### src/rtl/ssd_pkg.sv
// Shared constants and select decode for the seven-segment display bus monitor.
package ssd_pkg;

  // Active-low segment patterns, bit order {g,f,e,d,c,b,a}.
  localparam logic [6:0] SEG_0    = 7'h40;
  localparam logic [6:0] SEG_1    = 7'h79;
  localparam logic [6:0] SEG_2    = 7'h24;
  localparam logic [6:0] SEG_3    = 7'h30;
  localparam logic [6:0] SEG_4    = 7'h19;
  localparam logic [6:0] SEG_5    = 7'h12;
  localparam logic [6:0] SEG_6    = 7'h02;
  localparam logic [6:0] SEG_7    = 7'h78;
  localparam logic [6:0] SEG_8    = 7'h00;
  localparam logic [6:0] SEG_9    = 7'h10;
  localparam logic [6:0] SEG_DASH = 7'h3F;

  localparam logic [3:0] CODE_DASH = 4'hE;
  localparam logic [3:0] CODE_BAD  = 4'hF;

  typedef enum logic [1:0] {SEL_NONE, SEL_FIRST, SEL_SECOND, SEL_BOTH} sel_e;

  // Anodes are active-low: exactly one low bit selects a digit.
  function automatic sel_e sel_decode(input logic [1:0] an);
    case (an)
      2'b10:   sel_decode = SEL_FIRST;
      2'b01:   sel_decode = SEL_SECOND;
      2'b00:   sel_decode = SEL_BOTH;
      default: sel_decode = SEL_NONE;
    endcase
  endfunction

endpackage

### src/rtl/ssd_if.sv
// Multiplexed two-digit display bus: shared segment lines plus anode enables.
interface ssd_if;
  logic [6:0] seg;
  logic [1:0] an;

  modport master (output seg, an);
  modport slave  (input  seg, an);
endinterface

### src/rtl/ssd_decode.sv
// Segment pattern back to BCD; unknown patterns map to CODE_BAD and raise bad.
module ssd_decode
  import ssd_pkg::*;
(
  input  logic [6:0] seg,
  output logic [3:0] code,
  output logic       bad
);

  always_comb begin
    code = CODE_BAD;
    bad  = 1'b1;
    case (seg)
      SEG_0:    begin code = 4'd0;      bad = 1'b0; end
      SEG_1:    begin code = 4'd1;      bad = 1'b0; end
      SEG_2:    begin code = 4'd2;      bad = 1'b0; end
      SEG_3:    begin code = 4'd3;      bad = 1'b0; end
      SEG_4:    begin code = 4'd4;      bad = 1'b0; end
      SEG_5:    begin code = 4'd5;      bad = 1'b0; end
      SEG_6:    begin code = 4'd6;      bad = 1'b0; end
      SEG_7:    begin code = 4'd7;      bad = 1'b0; end
      SEG_8:    begin code = 4'd8;      bad = 1'b0; end
      SEG_9:    begin code = 4'd9;      bad = 1'b0; end
      SEG_DASH: begin code = CODE_DASH; bad = 1'b0; end
      default:  begin code = CODE_BAD;  bad = 1'b1; end
    endcase
  end

endmodule

### src/rtl/ssd_capture.sv
// Display-bus monitor: debounces each (an, seg) pair, decodes it and reports
// both digits with valid, pair-update and sticky error flags.
module ssd_capture
  import ssd_pkg::*;
#(
  parameter int STABLE_CYCLES = 4,
  parameter int CNT_W         = 8
)(
  input  logic       clock,
  input  logic       reset,
  ssd_if.slave       bus,
  input  logic       err_clr,
  output logic [3:0] first,
  output logic [3:0] second,
  output logic       first_valid,
  output logic       second_valid,
  output logic       pair_update,
  output logic       err
);

  localparam logic [CNT_W-1:0] STABLE = CNT_W'(STABLE_CYCLES);

  logic [6:0]       seg_r, seg_rr;
  logic [1:0]       an_r, an_rr;
  logic [CNT_W-1:0] cnt, cnt_nxt;
  logic             changed, legal, capture;
  sel_e             sel;
  logic [3:0]       code;
  logic             bad;
  logic             got_first, got_second;
  logic             got_first_nxt, got_second_nxt, pair_fire;

  // The sampling pipeline keeps running through reset, so a reset only
  // restarts the window via the counter and the bus is watched right away.
  always_ff @(posedge clock) begin
    seg_r  <= bus.seg;
    an_r   <= bus.an;
    seg_rr <= seg_r;
    an_rr  <= an_r;
  end

  ssd_decode u_dec (
    .seg  (seg_r),
    .code (code),
    .bad  (bad)
  );

  always_comb begin
    sel     = sel_decode(an_r);
    legal   = (sel == SEL_FIRST) || (sel == SEL_SECOND);
    changed = (seg_r != seg_rr) || (an_r != an_rr);
    cnt_nxt = cnt;
    if (!legal)              cnt_nxt = '0;
    else if (changed)        cnt_nxt = CNT_W'(1);
    else if (cnt < STABLE)   cnt_nxt = cnt + CNT_W'(1);
    // Capture on arrival at saturation; a change re-arms even when STABLE is 1.
    capture = legal && (cnt_nxt == STABLE) && (changed || (cnt != STABLE));
  end

  always_comb begin
    got_first_nxt  = got_first  | (capture && (sel == SEL_FIRST));
    got_second_nxt = got_second | (capture && (sel == SEL_SECOND));
    pair_fire      = got_first_nxt && got_second_nxt;
  end

  always_ff @(posedge clock) begin
    if (!reset) begin
      cnt          <= '0;
      first        <= '0;
      second       <= '0;
      first_valid  <= 1'b0;
      second_valid <= 1'b0;
      got_first    <= 1'b0;
      got_second   <= 1'b0;
      pair_update  <= 1'b0;
      err          <= 1'b0;
    end else begin
      cnt         <= cnt_nxt;
      pair_update <= pair_fire;
      got_first   <= pair_fire ? 1'b0 : got_first_nxt;
      got_second  <= pair_fire ? 1'b0 : got_second_nxt;
      if (capture && (sel == SEL_FIRST)) begin
        first       <= code;
        first_valid <= 1'b1;
      end
      if (capture && (sel == SEL_SECOND)) begin
        second       <= code;
        second_valid <= 1'b1;
      end
      // Set wins over a clear on the same edge.
      if (capture && bad) err <= 1'b1;
      else if (err_clr)   err <= 1'b0;
    end
  end

endmodule

### src/flat_wrapper.sv
// flat-port wrapper written by rule: the top's interface ports become plain ports
module ssd_capture_flat import ssd_pkg::*;
#(
  parameter int STABLE_CYCLES = 4,
  parameter int CNT_W         = 8
)
  (clock, reset, err_clr, first, second, first_valid, second_valid, pair_update, err, bus_seg, bus_an);
  ssd_if bus_i ();
  input  logic clock;
  input  logic reset;
  input  logic err_clr;
  output logic [3:0] first;
  output logic [3:0] second;
  output logic first_valid;
  output logic second_valid;
  output logic pair_update;
  output logic err;
  input wire logic [$bits(bus_i.seg)-1:0] bus_seg;
  input wire logic [$bits(bus_i.an)-1:0] bus_an;
  assign bus_i.seg = bus_seg;
  assign bus_i.an = bus_an;
  ssd_capture #(.STABLE_CYCLES(STABLE_CYCLES), .CNT_W(CNT_W)) u_core (.clock(clock), .reset(reset), .bus(bus_i), .err_clr(err_clr), .first(first), .second(second), .first_valid(first_valid), .second_valid(second_valid), .pair_update(pair_update), .err(err));
endmodule
### config.mk
export PLATFORM = sky130hd
export DESIGN_NAME = ssd_capture_flat
export DESIGN_NICKNAME = d
export VERILOG_FILES = /design/src/rtl/ssd_pkg.sv /design/src/rtl/ssd_if.sv /design/src/rtl/ssd_decode.sv /design/src/rtl/ssd_capture.sv /design/src/flat_wrapper.sv
export SDC_FILE = /design/constraint.sdc
export NUM_CORES = 1
export LEC_CHECK = 0
export CAP_MARGIN = 20
export CORE_MARGIN = 5
export CORE_UTILIZATION = 39
export CTS_BUF_LIST = sky130_fd_sc_hd__clkbuf_16
export DETAILED_ROUTE_END_ITERATION = 10
export GPL_TIMING_DRIVEN = 0
export PLACE_DENSITY = 0.62
export SKIP_CTS_REPAIR_TIMING = 1
export SYNTH_ARGS = -nofsm -noshare
export SYNTH_HDL_FRONTEND = slang
export SYNTH_SLANG_ARGS = --single-unit
export TNS_END_PERCENT = 50
### constraint.sdc
create_clock -name clock -period 5.07 [get_ports clock]
set_clock_uncertainty 0.1 [all_clocks]
set_input_delay 1.2675 -clock clock [delete_from_list [all_inputs] [get_ports clock]]
set_output_delay 1.2675 -clock clock [all_outputs]
set_load 0.01 [all_outputs]
[After elaboration in Yosys (flattened, before gate mapping)]
Index checks and enable logic that the tools add are counted.
Word-level totals
  bits of input ports: 12
  flip-flop bits (word level): 40
  word-level logic and storage cells: 58
  output and inout port bits: 12
Cells by class
  magnitude comparators: 1
  muxes and demuxes: 8
  reduce and logical (&&, ||, !) cells: 14
  eq/ne operators: 18
  $add $sub $neg: 1
  bitwise gates (word level): 3
Operator list (number)
  $pmux W4 S11: 1
  $mux W8: 3
  $eq A7 B5 Y1 const B: 3
  $eq A7 B6 Y1 const B: 3
  $eq A7 B7 Y1 const B: 3
  $reduce_or A11 Y1: 1
  $add A8 B1 Y8 const B: 1
  $eq A8 B3 Y1 const B: 1
  $lt A8 B3 Y1 const B: 1
  $ne A8 B3 Y1 const B: 1
  $eq A7 B2 Y1 const B: 1
  $logic_not A7 Y1: 1
  $ne A7 B7 Y1: 1
  $logic_and A1 B1 Y1: 6
  $pmux W2 S3: 1
  $eq A2 B1 Y1 const B: 2
  $eq A2 B2 Y1 const B: 2
  $logic_or A1 B1 Y1: 3
  $mux W1: 3
  $logic_not A2 Y1: 1
  $ne A2 B2 Y1: 1
  $or A1 B1 Y1: 2
  $reduce_bool A2 Y1: 1
  $reduce_or A2 Y1: 1
  $not A1 Y1: 1

[Depth between registers and ports, before layout]
  word-level depth: 12
  gate-level depth with buffers: 7
  depth with buffers taken out: 7

[Cells and area by module]
From an unflattened synthesis, not the netlist that was laid out.
Second synthesis, totals
  cell total of the unflattened synthesis: 160
  area, all modules: 1612.8 sq um
By module, submodules not included
  ssd_capture: times used 1, area an instance 1361.3 sq um, cells an instance 119, sequential area each 800.8 sq um
  ssd_decode: times used 1, area an instance 251.5 sq um, cells an instance 41, sequential area each 0.0 sq um

[Worst setup path after synthesis]
Ideal clock, no wire load.
  kind: reg2reg
  start: reg u_core.cnt[0]
  end: reg u_core.second[3]
  buffers on the path: 0
  slack: 2.951 ns
  library setup time: 0.116 ns
  stages on the path, launching flop included: 8
  period minus slack after synthesis: 2.119 ns
  required time: 4.854 ns
  arrival: 1.903 ns
  cell sequence: dfxtp_1 > inv_1 > ha_1 > nor4bb_1 > o211ai_1 > nor4_4 > mux2i_1 > nor2b_1
Between the ends
  word-level cells in the longest chain between the ends: 8
Ends and longest elaborated chain
  from (decl): RTL line ssd_capture.sv:25  | logic [CNT_W-1:0] cnt, cnt_nxt;
  from (signal assigned): RTL line ssd_capture.sv:78  | cnt <= cnt_nxt;
  $add A8 B1 Y8 or $lt A8 B3 Y1 (tied branches): RTL line ssd_capture.sv:55  | else if (cnt < STABLE) cnt_nxt = cnt + CNT_W'(1);
  $mux W8: RTL line ssd_capture.sv:55
  $mux W8: RTL line ssd_capture.sv:54  | else if (changed) cnt_nxt = CNT_W'(1);
  $mux W8: RTL line ssd_capture.sv:53  | if (!legal) cnt_nxt = '0;
  $eq A8 B3 Y1: RTL line ssd_capture.sv:57  | capture = legal && (cnt_nxt == STABLE) && (changed || (cnt != STABLE));
  $logic_and A1 B1 Y1: RTL line ssd_capture.sv:57
  $logic_and A1 B1 Y1 (*): RTL line ssd_capture.sv:57
  $logic_and A1 B1 Y1 (*): RTL line ssd_capture.sv:86  | if (capture && (sel == SEL_SECOND)) begin
  to (signal assigned): RTL line ssd_capture.sv:87  | second <= code;
  to (decl): RTL line ssd_capture.sv:14  | output logic [3:0] second,
Mark *: on every way between the ends. The rest lies on a longest branch, timed or not.
A chain may end at the register's enable or synchronous reset.

[Worst setup path after layout]
  start: reg u_core.first[0]
  end: out first[0]
RTL lines
  from (decl): RTL line ssd_capture.sv:13  | output logic [3:0] first,
  from (signal assigned): RTL line ssd_capture.sv:83  | first <= code;
  to (decl): RTL line flat_wrapper.sv:12  | output logic [3:0] first;
No word-level cell between the ends.

==> reports/qor.csv <==
stage,metric,value,unit
run_status,status,finished clean,
clock_tree,cts_root_buf,clkbuf_16,
yosys,syn-cell-area,0.001662,mm^2
placed_design,port_buffers,22,
worst_setup_path,cp_slowest_cell,clkdlybuf4s50_1,
drt,drt-vias-per-instance,5.246,
clock_tree,clk_pin_slew_worst_paths,0.05,ns
cells_and_area,multi_input_area,789.5,um^2
yosys,netlist_instances,156,
clock_tree,numCtsBuffers,5,
yosys,async_flop_share,0,%
global_routing,grt_util_met1,14.87,%
floorplanning,fp.dieArea,0.005666,mm^2
drt,wl,3149,um
floorplanning,pin_count,24,
global_routing,grt_pass1_wl,5375,um
timing,setup_viol_count_final,0,
timing,tns,0,ns
worst_setup_path,crit_arrival,1.16,ns
worst_setup_path,crit_path_end,first[0],
worst_setup_path,critical_path_required,3.70,ns
worst_setup_path,path_buf_inv,1,
global_routing,grt_remaining_overflow,0,
yosys,synth_compound_area_share,14.46,%
clock_tree,clock_sinks,40,
drt,wire_per_inst,13.34,um
timing,slew_headroom,68.64,%
worst_setup_path,worstSetupPathType,reg2out,
worst_setup_path,end_kind,output port,
power_and_ir_drop,fin_total_pwr,667.4,uW
worst_hold_path,hold_path_class,reg2reg,
worst_setup_path,r2r_setup_slack,2.59,ns
floorplanning,die_x,75.27,um
global_routing,antenna_found_initial,0,
floorplanning,start_util,40.95,%
timing,fin_crit,2.524,ns
placed_design,place_congestion,0.7671,
floorplanning,die_h,75.27,um
worst_setup_path,slowest_delay,0.54,ns
global_routing,grt_use_met3,3.872,%
global_routing,grt-busiest-layer,met2,
clock_tree,clk_latency,0.27,ns
clock_tree,cts_max_path_buffers,2,
clock_tree,h-tree-depth,2,
yosys,synth_xor_area_share,5.798,%
yosys,synth.area.mux_share,1.807,%
cells_and_area,nNetsFinal,201,
worst_setup_path,cp.depth,1,
global_routing,grt_max_degree,13,
timing,tightestPinTransition,0.4670,ns
yosys,yosysTopAreaCellShare,48.19,%
yosys,ys_warn_count,0,
floorplanning,num_rows,23,
global_routing,track_usage,12.29,%
worst_setup_path,r2r_start,u_core.cnt[0],
global_routing,met2_usage,20.89,%
timing,hold_violations,0,
drt,first_pass_iters,4,
timing,slew_viol_final,0,
cells_and_area,seq_area,800.8,um^2
yosys,synth.most_common_cell,dfxtp_1,
worst_setup_path,cp_max_fo,2,
power_and_ir_drop,powerDensity,320.4,mW/mm^2
cells_and_area,final_layout_size_suffix_gt1_share,12.37,%
flow_run,drv_cap,0,
worst_hold_path,hold_depth,0,
yosys,syn_nets,172,
yosys,avgSynthCellArea,10.65,um^2
yosys,ys_types,45,
drt,ant_nets,0,
yosys,synth-adder-area-share,3.012,%
worst_setup_path,rr_worst_depth,7,
worst_setup_path,path_cells,clkdlybuf4s50_1,
yosys,synthSimpleGateAreaFrac,22.44,%
timing,final.period_utilization,49.78,%
floorplanning,design.core.area,0.004058,mm^2
worst_setup_path,crit_family,buffers and inverters,
worst_setup_path,critical_path.startpoint_type,flip-flop,
global_routing,grt_pass1_vias,1187,
drt,drc,0,
yosys,synth.area.top_cells,"dfxtp_1 48%, xnor2_1 5.8%, nor4_4 3.8%",
drt,num_vias,1238,
drt,drt_iter0_drc,48,
worst_setup_path,r2r_end,u_core.second[3],
clock_tree,cts_tree,built,
yosys,synth_seq_cells,40,
yosys,synth_top_family_by_area,simple AND/OR/NAND/NOR gates,
placed_design,dp_hpwl,2455,um
cells_and_area,insertedDiodeCount,0,
yosys,synth_commonest_cells,"40 x dfxtp_1, 11 x xnor2_1, 9 x a21oi_1",
yosys,synth-edff-count,0,
worst_setup_path,crit_path_start,u_core.first[0],
cells_and_area,area_growth,25.38,%
timing,rsz0062_at_grt,false,
power_and_ir_drop,leakage,0.0008016,uW
yosys,synth_top_flop_cell,dfxtp_1,
yosys,seq_area_frac_synth,48.19,%
cells_and_area,fillers,353,
timing,clock.fmax,0.3962,GHz
yosys,synth_top_area_cell,dfxtp_1,
power_and_ir_drop,irDropWorstVdd,0.2446,mV
## placed cells by master (no fill, tap or decap), drive strengths merged, types with 4 or more instances in the layout
master          n
a21oi           9
clkbuf          7
dfxtp          40
ha              4
nor4            4
xnor2          11
nor2           10
buf             7
inv             4
nor3            4
clkdlybuf4s50  22
o21ai           8
and3            8
## power by group
group | internal (uW) | leakage, uW | switching, uW
sequential | 323 | 0.000329 | 5.04
clock | 178 | 0.0000710 | 110
combinational | 25.1 | 0.000401 | 26.2
## worst min path at each step
stage | to | startpoint | slack, ns
after global routing | u_core.seg_rr[4] | u_core.seg_r[4] | 0.26
final | u_core.seg_rr[4] | u_core.seg_r[4] | 0.24
after floorplan | u_core.seg_rr[0] | u_core.seg_r[0] | 0.23
after CTS | u_core.seg_rr[6] | u_core.seg_r[6] | 0.24
after global placement | u_core.seg_rr[4] | u_core.seg_r[4] | 0.23
after detailed placement | u_core.seg_rr[6] | u_core.seg_r[6] | 0.23
## cell type report
| type | instances | share of cell area (%) |
|---|---|---|
| flip-flops and latches | 40 | 38.44 |
| multi-input cells | 103 | 37.90 |
| repair buffers | 22 | 10.57 |
| clock buffers | 5 | 6.006 |
| well taps | 50 | 3.003 |
| plain buffers | 9 | 2.703 |
| inverters | 4 | 0.7207 |
| clock inverters | 3 | 0.6607 |
## flip-flops by register name, summed over array words and instances, names as in the netlist
name,cells
u_core.cnt,8
u_core.seg_r,7
u_core.seg_rr,7
u_core.first,4
u_core.second,4
u_core.an_r,2
u_core.an_rr,2
u_core.err,1
u_core.first_valid,1
u_core.got_first,1
u_core.got_second,1
u_core.pair_update,1
u_core.second_valid,1
## layer usage
layer	vias up	part of all wire [%]
met5	-	0
met1	590	44
met4	0	0.67
li1	627	-
met2	19	52
met3	2	4.2
## cell families (layout without fill, tap and decap cells)
group | count (synthesis) | in the layout
and+or+nand+nor | 51 | 51
DFF | 40 | 40
AOI/OAI and AO/OA | 34 | 34
buffers and inverters | 13 | 43
xor gates and xnor gates | 11 | 11
adders and majority gates | 4 | 4
muxes | 3 | 3
## through the flow
stage	std cells	hold WS [ns]	setup WS, ns	instance area (um^2)	util, %
5_1_grt	236	0.2556	2.435	2083	51.34
3_3_place_gp	228	0.2312	2.762	1944	47.92
3_5_place_dp	228	0.2321	2.629	1944	47.92
6_report	236	0.2428	2.546	2083	51.34
4_1_cts	236	0.2447	2.528	2083	51.34
2_1_floorplan	156	0.2258	2.951	1662	-
Power figures use the tool's default switching activity.
